**config.mk**
```make
export PLATFORM = sky130hd
export DESIGN_NAME = vga_timing_rx
export DESIGN_NICKNAME = d
export VERILOG_FILES = /design/src/rtl/vga_timing_rx.sv
export SDC_FILE = /design/constraint.sdc
export NUM_CORES = 1
export LEC_CHECK = 0
export CORE_MARGIN = 4
export CORE_UTILIZATION = 30
export CTS_CLUSTER_DIAMETER = 100
export CTS_CLUSTER_SIZE = 25
export DETAILED_ROUTE_END_ITERATION = 8
export PLACE_DENSITY_LB_ADDON = 0.08
export SLEW_MARGIN = 20
export SYNTH_ARGS = -nofsm -noshare
export SYNTH_HDL_FRONTEND = slang
export SYNTH_SLANG_ARGS = --single-unit
```
**constraint.sdc**
```tcl
create_clock -name clk -period 3.1 [get_ports clk]
set_input_delay 0.62 -clock clk [delete_from_list [all_inputs] [get_ports clk]]
set_output_delay 0.62 -clock clk [all_outputs]
set_load 0.03 [all_outputs]
```
**src/rtl/vga_timing_rx.sv**
```systemverilog
// Recovers pixel coordinates and line/frame geometry from a raw hsync/vsync/data_enable stream and declares lock.
// Latency: data_enable -> pixel_valid/pixel_x/pixel_y is two clk edges; measurements and lock update on the event edge.
// Backpressure: none; the video stream is free-running and every cycle is consumed.
module vga_timing_rx #(
  parameter int EXP_H_TOTAL  = 800,
  parameter int EXP_H_ACTIVE = 640,
  parameter int EXP_V_TOTAL  = 525,
  parameter int EXP_V_ACTIVE = 480,
  parameter int LOCK_FRAMES  = 2,
  parameter int COORD_WIDTH  = 16
) (
  input  logic                   clk,
  input  logic                   resetn,
  input  logic                   hsync,
  input  logic                   vsync,
  input  logic                   data_enable,
  output logic                   pixel_valid,
  output logic [COORD_WIDTH-1:0] pixel_x,
  output logic [COORD_WIDTH-1:0] pixel_y,
  output logic                   frame_start,
  output logic [COORD_WIDTH-1:0] meas_h_total,
  output logic [COORD_WIDTH-1:0] meas_h_active,
  output logic [COORD_WIDTH-1:0] meas_v_total,
  output logic [COORD_WIDTH-1:0] meas_v_active,
  output logic                   locked,
  output logic                   timing_error
);

  localparam int CW = COORD_WIDTH;
  localparam int MW = $clog2(LOCK_FRAMES + 1) + 1;

  localparam logic [CW-1:0] ONE     = CW'(1);
  localparam logic [CW-1:0] CNT_MAX = {CW{1'b1}};
  localparam logic [CW-1:0] H_TOT   = CW'(EXP_H_TOTAL);
  localparam logic [CW-1:0] H_ACT   = CW'(EXP_H_ACTIVE);
  localparam logic [CW-1:0] V_TOT   = CW'(EXP_V_TOTAL);
  localparam logic [CW-1:0] V_ACT   = CW'(EXP_V_ACTIVE);
  localparam logic [CW-1:0] WD_H    = CW'(2 * EXP_H_TOTAL);
  localparam logic [CW-1:0] WD_V    = CW'(2 * EXP_V_TOTAL);
  localparam logic [MW-1:0] M_ONE   = MW'(1);
  localparam logic [MW-1:0] LOCK_N  = MW'(LOCK_FRAMES);

  typedef enum logic [1:0] {SEARCH, MEASURE, LOCKED} state_t;

  logic          hs1, hs2, vs1, vs2, de1, de2;
  logic          hfall, vfall, derise, defall;
  logic [CW-1:0] h_cnt, de_cnt, line_cnt, act_cnt;
  logic [CW-1:0] h_meas, line_tot, act_tot;
  logic          h_seen, frame_bad;
  logic          line_bad, de_bad, frame_ok, watchdog;
  state_t        state, state_nxt;
  logic [MW-1:0] match_cnt, match_nxt;
  logic          locked_nxt, terr_nxt, force_bad;

  // Two-stage input registers; reset to the idle levels so release never fakes an edge.
  always_ff @(posedge clk) begin
    if (!resetn) begin
      hs1 <= 1'b1; hs2 <= 1'b1;
      vs1 <= 1'b1; vs2 <= 1'b1;
      de1 <= 1'b0; de2 <= 1'b0;
    end else begin
      hs1 <= hsync;       hs2 <= hs1;
      vs1 <= vsync;       vs2 <= vs1;
      de1 <= data_enable; de2 <= de1;
    end
  end

  // Edge events and the per-event checks derived from the running counters.
  always_comb begin
    hfall    = hs2 & ~hs1;
    vfall    = vs2 & ~vs1;
    derise   = de1 & ~de2;
    defall   = de2 & ~de1;
    h_meas   = (h_cnt == CNT_MAX) ? CNT_MAX : h_cnt + ONE;
    // a sync edge landing on the frame-closing cycle still belongs to the frame being closed
    line_tot = hfall ? line_cnt + ONE : line_cnt;
    act_tot  = defall ? act_cnt + ONE : act_cnt;
    line_bad = hfall & h_seen & (h_meas != H_TOT);
    de_bad   = defall & (de_cnt != H_ACT);
    frame_ok = ~(frame_bad | line_bad | de_bad) & (line_tot == V_TOT) & (act_tot == V_ACT);
    watchdog = (state != SEARCH) & ((h_cnt == WD_H) | (line_cnt == WD_V));
  end

  // Active-area coordinates, aligned with the registered data_enable.
  always_ff @(posedge clk) begin
    if (!resetn) begin
      pixel_valid <= 1'b0;
      pixel_x     <= '0;
      pixel_y     <= '0;
    end else begin
      pixel_valid <= de1;
      if (derise)         pixel_x <= '0;
      else if (de1 & de2) pixel_x <= pixel_x + ONE;
      if (vfall)          pixel_y <= '0;
      else if (defall)    pixel_y <= pixel_y + ONE;
    end
  end

  // Line/frame geometry counters; the watchdog restarts them from scratch.
  always_ff @(posedge clk) begin
    if (!resetn || watchdog) begin
      h_cnt    <= '0;
      de_cnt   <= '0;
      line_cnt <= '0;
      act_cnt  <= '0;
      h_seen   <= 1'b0;
    end else begin
      if (hfall)                        h_cnt <= '0;
      else if (h_cnt != CNT_MAX)        h_cnt <= h_cnt + ONE;
      if (defall)                       de_cnt <= '0;
      else if (de1 && de_cnt != CNT_MAX) de_cnt <= de_cnt + ONE;
      if (vfall)                        line_cnt <= '0;
      else if (hfall)                   line_cnt <= line_cnt + ONE;
      if (vfall)                        act_cnt <= '0;
      else if (defall)                  act_cnt <= act_cnt + ONE;
      // the first hfall only opens a line; its partial length is never checked
      if (hfall)                        h_seen <= 1'b1;
    end
  end

  // Published measurements and the frame pulse; measurements survive a watchdog.
  always_ff @(posedge clk) begin
    if (!resetn) begin
      meas_h_total  <= '0;
      meas_h_active <= '0;
      meas_v_total  <= '0;
      meas_v_active <= '0;
      frame_start   <= 1'b0;
    end else begin
      frame_start <= vfall;
      if (hfall)  meas_h_total  <= h_meas;
      if (defall) meas_h_active <= de_cnt;
      if (vfall) begin
        meas_v_total  <= line_tot;
        meas_v_active <= act_tot;
      end
    end
  end

  // Sticky per-frame error flag, consumed and cleared at each vfall.
  always_ff @(posedge clk) begin
    if (!resetn)                             frame_bad <= 1'b0;
    else if (vfall)                          frame_bad <= 1'b0;
    else if (force_bad | line_bad | de_bad)  frame_bad <= 1'b1;
  end

  // Lock FSM state and its registered outputs.
  always_ff @(posedge clk) begin
    if (!resetn) begin
      state        <= SEARCH;
      match_cnt    <= '0;
      locked       <= 1'b0;
      timing_error <= 1'b0;
    end else begin
      state        <= state_nxt;
      match_cnt    <= match_nxt;
      locked       <= locked_nxt;
      timing_error <= terr_nxt;
    end
  end

  // Lock FSM next state: count matching frames, drop on the first mismatch, watchdog overrides all.
  always_comb begin
    state_nxt  = state;
    match_nxt  = match_cnt;
    locked_nxt = locked;
    terr_nxt   = 1'b0;
    force_bad  = 1'b0;
    case (state)
      SEARCH: begin
        locked_nxt = 1'b0;
        if (vfall) begin
          state_nxt = MEASURE;
          match_nxt = '0;
        end
      end
      MEASURE: begin
        if (vfall) begin
          if (!frame_ok) begin
            match_nxt = '0;
          end else if ((match_cnt + M_ONE) >= LOCK_N) begin
            state_nxt  = LOCKED;
            match_nxt  = '0;
            locked_nxt = 1'b1;
          end else begin
            match_nxt = match_cnt + M_ONE;
          end
        end
      end
      LOCKED: begin
        if (line_bad | de_bad | (vfall & ~frame_ok)) begin
          state_nxt  = MEASURE;
          match_nxt  = '0;
          locked_nxt = 1'b0;
          terr_nxt   = 1'b1;
          // a mid-frame loss poisons the frame in progress; at vfall that frame has just closed
          force_bad  = ~vfall;
        end
      end
      default: begin
        state_nxt  = SEARCH;
        locked_nxt = 1'b0;
      end
    endcase
    if (watchdog) begin
      state_nxt  = SEARCH;
      match_nxt  = '0;
      locked_nxt = 1'b0;
      terr_nxt   = 1'b1;
    end
  end

endmodule

```
After elaboration in Yosys (flattened, before gate mapping)
Cells that the tools add are included.
- flip-flop bits (word level): 176
- bits of input ports: 5
- output and inout bits: 100
- logic and storage cells: 114
- $add $sub $neg: 7
- magnitude comparators: 1
- equal/unequal tests: 16
- multiplexer cells: 25
- bitwise operators: 27
- reduce and logical (&&, ||, !) cells: 15
- operator list (cell ; number):
    16-bit by 1-bit adder with 16-bit output, second input constant ; 6
    16-bit two-way mux ; 3
    16-bit by 11-bit equality test with 1-bit output, second input constant ; 2
    16-bit by 10-bit != test with 1-bit output, second input constant ; 2
    16-bit != test, second input constant ; 2
    16-bit by 10-bit equality test with 1-bit output, second input constant ; 1
    16-bit equality test, second input constant ; 1
    16-bit by 9-bit equality test with 1-bit output, second input constant ; 1
    3-bit two-way mux ; 5
    1-bit bitwise AND ; 12
    2-bit OR reduction ; 6
    2-bit two-way mux ; 5
    2-bit != test, second input constant ; 5
    1-bit two-way mux ; 9
    3-bit case mux with 3 select lines ; 1
    1-bit NOT ; 8
    4-bit AND reduction ; 2
    1-bit OR ; 7
    2-bit case mux with 3 select lines ; 1
    5-bit AND reduction ; 1
    3-bit by 1-bit adder with 3-bit output, second input constant ; 1
    3-bit by 2-bit greater-or-equal comparator with 1-bit output, second input constant ; 1
    3-bit nonzero test ; 1
    2-bit by 1-bit equality test with 1-bit output, second input constant ; 1
    7 further kinds ; 7

Longest topological paths before layout
Gate-level depths: netlist of run 1.
- depth after elaboration: 16
- depth in mapped cells: 10

Least setup slack after synthesis of run 1
OpenSTA, ideal clock, no wires.
- kind: register to register
- start point: register, netlist name pixel_valid
- end point: register state[0]
- library setup time: 0.116 ns
- arrival time: 2.390 ns
- data required time: 2.984 ns
- path slack: 0.595 ns
- cell stages (with the launch flop): 10
- cell sequence: dfxtp_1 > and4b_1 > buf_4 > nand4_1 > o31a_1 > a2111oi_2 > o2111ai_2 > nor2_2 > a31oi_1 > a31o_1
- RTL lines (what ; RTL line ; RTL):
    end signal, assigned ; 155 ; state <= state_nxt;
    end, declared ; 51 ; state_t state, state_nxt;

Final worst setup path of run 1
- start point: register h_cnt[1]
- end point: register match_cnt[0]
- cells in the longest elaborated chain, start to end: 14
- ends and longest elaborated chain (what ; RTL line ; RTL):
    start, declared ; 47 ; logic [CW-1:0] h_cnt, de_cnt, line_cnt, act_cnt;
    start signal, assigned ; 109 ; else if (h_cnt != CNT_MAX) h_cnt <= h_cnt + ONE;
    16-bit by 1-bit adder with 16-bit output or 16-bit equality test (tied branches) ; 74 ; h_meas = (h_cnt == CNT_MAX) ? CNT_MAX : h_cnt + ONE;
    16-bit two-way mux ; 74 ;
    16-bit by 10-bit != test with 1-bit output ; 78 ; line_bad = hfall & h_seen & (h_meas != H_TOT);
    1-bit bitwise AND ; 78 ;
    1-bit OR (2 in series) ; 80 ; frame_ok = ~(frame_bad | line_bad | de_bad) & (line_tot == V_TOT) & (act_tot == V_ACT);
    1-bit NOT ; 80 ;
    1-bit bitwise AND (2 in series) ; 80 ;
    1-bit NOT ; 191 ; if (line_bad | de_bad | (vfall & ~frame_ok)) begin
    1-bit bitwise AND ; 191 ;
    1-bit OR ; 191 ;
    2-bit != test (no source line) ; n/a ;
    4-bit AND reduction (no source line) ; n/a ;
    end signal, assigned ; 156 ; match_cnt <= match_nxt;
    end, declared ; 52 ; logic [MW-1:0] match_cnt, match_nxt;
Several ways; a longest one is shown, not always the timed one. The select of a mux whose other input is x is not followed.
A chain may end at the register's enable or synchronous reset.

==> parameters.txt, run 1 <==
Parameter                              Value

Layout
  Number of inserted diodes    0
  Share of cells above drive strength 1    7.26%
  Filler cell count    2,639
  Area growth from synthesis to final layout    26.1%
  Number of nets in the final layout    1,009
  Post-layout instance count excluding filler cells    1,336

Timing
  Final setup skew    0.0125 ns
  Final worst path period share    89.3%
  Minimum clock period    2.77 ns
  Final hold viol count    0
  Final Max Tran Viols    0
  Pin slew with the least headroom to its limit    0.952 ns
  Count of endpoints failing setup in the final report    0
  Max Freq    361 MHz
  Slew headroom    36.1%
  Aggregate negative setup slack    0 ns
  Unrepaired setup endpoints after global routing    false

Drt
  Detailed-route DRC error count    0
  Wire length after detailed routing    19,500 um
  Count of TritonRoute iterations in the first routing pass    4
  Vias per Instance    4.75
  Detail-routed net length per standard cell    14.6 um
  Total number of vias    6,346
  Violation count after the first detailed-routing iteration    339
  Remaining antenna violation count after routing    0

Global route
  Vias in the first global route    6,202
  Initial antenna violation count    0
  First-pass GRT wire length    32,500 um
  GR Overflow Total    0
  Pin count of the biggest net entering global routing    34
  Total Routing Usage GR    14.0%

Run
  Maximum Capacitance Violations    0

Pwr
  VDD IR max    300 uV
  Static Leak    3.44 nW
  Pwr/cell area    500 mW/mm^2

Die
  I/O pin total    105
  Die area    0.0284 sq mm
  Starting utilization of the core area    30.6%
  Area of the core region    0.0253 sq mm
  Vertical die dimension    168 um
  Horiz. Die Dim    168 um
  # rows    58

Synth
  Post-synth EDFFs    0
  Yosys synthesis warning count    0
  Synth Net Count    917
  Primary flip-flop cell chosen by synthesis mapping    sky130_fd_sc_hd__dfxtp_1
  Unique cell type count in the Yosys netlist    72
  Async S/R FF share, synth    0%
  Mapped cell area    0.00772 sq mm
  Part of the Yosys area used for sequential elements    45.6%
  Count of state elements after synthesis    176
  Cells after synthesis    901
  Post-Synthesis Mean Instance Area    8.57 sq um

Placed design
  Port bufs    104
  Gpl congestion    0.840
  Number of instances in the placed design    1,304
  Post-DP HPWL    13,700 um

Setup path
  Data arrival time of the critical path    3.12 ns
  Kind of end point of the critical path    flop
  Peak fanout along the critical path    10
  Startpoint Class    flop
  Startpoint-to-endpoint class of the critical path    flop to flop
  Worst Path Required    3.45 ns

Clock network
  # clock sinks    176
  Clock latency on the worst-skew pair    0.43 ns
  Clock slew at reported path FFs    0.07 ns
  Cell at the root of the clock tree    sky130_fd_sc_hd__clkbuf_16
  Clock buffer count from CTS    17
  Post_cts resized    0
  Number of hold buffers added after CTS    0
  Post CTS Setup Buffer Count    0
  Max H-tree Level    4
  Maximum count of clock buffers along a single path    2
  TritonCTS clock tree    done

Run status
  Outcome    finished, final reports clean

Min path
  Hold/Removal Path Class    flop to flop
==> final timing paths <==
| kind | from | to | slack, ns | cells past startpoint |
|---|---|---|---|---|
| worst min register to register | meas_v_total[3]$_SDFFE_PN0P_ | meas_v_total[3]$_SDFFE_PN0P_ | 0.45 | 2 |
| worst max register to register | h_cnt[1]$_SDFFE_PP0N_ | match_cnt[0]$_SDFFE_PP0P_ | 0.33 | 10 |
| worst max-delay path | h_cnt[1]$_SDFFE_PP0N_ | match_cnt[0]$_SDFFE_PP0P_ | 0.33 | 10 |
| worst min-delay path | meas_v_total[3]$_SDFFE_PN0P_ | meas_v_total[3]$_SDFFE_PN0P_ | 0.45 | 2 |
==> kinds of logic after synthesis <==
logic type,count (synthesis),synth area share (%)
DFF,176,45.6
buffers and inverters,69,3.60
and+or+nand+nor,429,27.5
AOI/OAI and AO/OA,131,11.7
xor gates and xnor gates,78,8.85
muxes,7,0.923
adders and majority gates,11,1.78
==> flip-flops by register name (all words and copies together), names as in the netlist, 16 cells and up <==
register,cells
meas_v_total,16
meas_h_total,16
h_cnt,16
pixel_y,16
act_cnt,16
de_cnt,16
line_cnt,16
meas_v_active,16
pixel_x,16
meas_h_active,16
==> per-stage QoR <==
stage	setup slack (ns)	power (mW)	hold WS [ns]	util, %	area [sq um]
2_1_floorplan	0.595	2.51	0.426	-	7720
3_3_place_gp	0.435	2.59	0.437	36.1	9100
3_5_place_dp	0.317	2.59	0.442	36.1	9100
4_1_cts	0.296	4.97	0.460	38.6	9740
5_1_grt	0.0138	5.08	0.482	38.6	9740
6_report	0.332	4.87	0.453	38.6	9740
==> cell usage after synthesis (3+ instances only) <==
library cell,count,area share [%]
sky130_fd_sc_hd__a21boi_0,18,1.7
sky130_fd_sc_hd__a21oi_1,14,0.91
sky130_fd_sc_hd__a31oi_1,3,0.24
sky130_fd_sc_hd__and2_1,11,0.89
sky130_fd_sc_hd__and3_1,18,1.5
sky130_fd_sc_hd__and4_1,4,0.45
sky130_fd_sc_hd__buf_2,4,0.26
sky130_fd_sc_hd__clkbuf_1,36,1.7
sky130_fd_sc_hd__dfxtp_1,176,46
sky130_fd_sc_hd__ha_1,11,1.8
sky130_fd_sc_hd__inv_1,23,1.1
sky130_fd_sc_hd__mux2i_1,6,0.78
sky130_fd_sc_hd__nand2_1,121,5.9
sky130_fd_sc_hd__nand2b_1,10,0.81
sky130_fd_sc_hd__nand3_1,39,2.5
sky130_fd_sc_hd__nand3b_1,5,0.49
sky130_fd_sc_hd__nand4_1,20,1.6
sky130_fd_sc_hd__nor2_1,124,6.0
sky130_fd_sc_hd__nor2b_1,4,0.32
sky130_fd_sc_hd__nor3_1,21,1.4
sky130_fd_sc_hd__nor4_1,11,0.89
sky130_fd_sc_hd__nor4b_1,6,0.68
sky130_fd_sc_hd__o211a_1,13,1.7
sky130_fd_sc_hd__o21a_1,4,0.39
sky130_fd_sc_hd__o21ai_0,50,3.2
sky130_fd_sc_hd__o31ai_1,3,0.29
sky130_fd_sc_hd__or2_2,4,0.32
sky130_fd_sc_hd__or3_1,9,0.73
sky130_fd_sc_hd__xnor2_1,40,4.5
sky130_fd_sc_hd__xor2_1,38,4.3
==> area by class of cell <==
type / instances / area, sq um / share of cell area, %
Tap cell: 330 / 413 / 4.24
Clock inverter: 14 / 206 / 2.12
Sequential cell: 176 / 3520 / 36.2
Multi-Input combinational cell: 656 / 3930 / 40.4
Clock buffer: 18 / 429 / 4.41
Inverter: 23 / 86.3 / 0.886
Timing Repair Buffer: 119 / 1150 / 11.8
==> routing by layer <==
metal  routed length, um  up-vias  track usage, %  share of wire (%)
met5                   0        -               0                  0
met2                9030       98            22.9                 46
met1                9440     2959            18.8                 48
met4                 257        0            3.85                1.3
li1                    -     3270               -                  -
met3                 751       19            2.94                3.9
==> worst max-delay path: stages (launching register included) <==
cell and delay, ns:
sky130_fd_sc_hd__dfxtp_1 0.43, sky130_fd_sc_hd__ha_1 0.29, sky130_fd_sc_hd__nand4_1 0.29, sky130_fd_sc_hd__nor4_1 0.54, sky130_fd_sc_hd__mux2i_1 0.23, sky130_fd_sc_hd__o21ai_0 0.14, sky130_fd_sc_hd__o31ai_2 0.22, sky130_fd_sc_hd__buf_4 0.20
sky130_fd_sc_hd__or2_2 0.12, sky130_fd_sc_hd__a31oi_1 0.09, sky130_fd_sc_hd__nor3b_2 0.15
==> power breakdown <==
group / leakage [nW] / switching [mW] / internal [mW]
clock network: 0.310 / 0.970 / 1.37
registers: 1.42 / 0.0218 / 2.29
logic: 1.71 / 0.146 / 0.0789
==> cells in the final DEF, fill, tap and decap left out, types with 4 or more instances in the layout <==
cell,instances
sky130_fd_sc_hd__xor2_1,38
sky130_fd_sc_hd__nand3b_1,5
sky130_fd_sc_hd__xnor2_1,40
sky130_fd_sc_hd__clkbuf_16,17
sky130_fd_sc_hd__o211a_1,13
sky130_fd_sc_hd__o21a_1,4
sky130_fd_sc_hd__and2_1,11
sky130_fd_sc_hd__nand2_1,121
sky130_fd_sc_hd__a21boi_0,18
sky130_fd_sc_hd__or3_1,9
sky130_fd_sc_hd__and4_1,4
sky130_fd_sc_hd__nand4_1,20
sky130_fd_sc_hd__inv_1,23
sky130_fd_sc_hd__nor4_1,10
sky130_fd_sc_hd__and3_1,18
sky130_fd_sc_hd__nor2_1,124
sky130_fd_sc_hd__clkdlybuf4s50_1,103
sky130_fd_sc_hd__dfxtp_1,176
sky130_fd_sc_hd__nand2b_1,10
sky130_fd_sc_hd__a21oi_1,14
sky130_fd_sc_hd__bufinv_16,4
sky130_fd_sc_hd__mux2i_1,6
sky130_fd_sc_hd__or2_2,4
sky130_fd_sc_hd__nor3_1,21
sky130_fd_sc_hd__nand3_1,39
sky130_fd_sc_hd__ha_1,11
sky130_fd_sc_hd__nor4b_1,6
sky130_fd_sc_hd__buf_4,15
sky130_fd_sc_hd__o21ai_0,49
No activity file was read; power rests on OpenSTA's default activity.
==> inputs of run 2 (changes only) <==
--- a/config.mk
+++ b/config.mk
@@ -10,6 +10,7 @@
 export CTS_CLUSTER_DIAMETER = 100
 export CTS_CLUSTER_SIZE = 25
 export DETAILED_ROUTE_END_ITERATION = 8
+export HOLD_SLACK_MARGIN = 0.12
 export PLACE_DENSITY_LB_ADDON = 0.08
 export SLEW_MARGIN = 20
 export SYNTH_ARGS = -nofsm -noshare
==> results of run 2 <==
No change in the layout: final DEF, timing and power equal those of run 1.
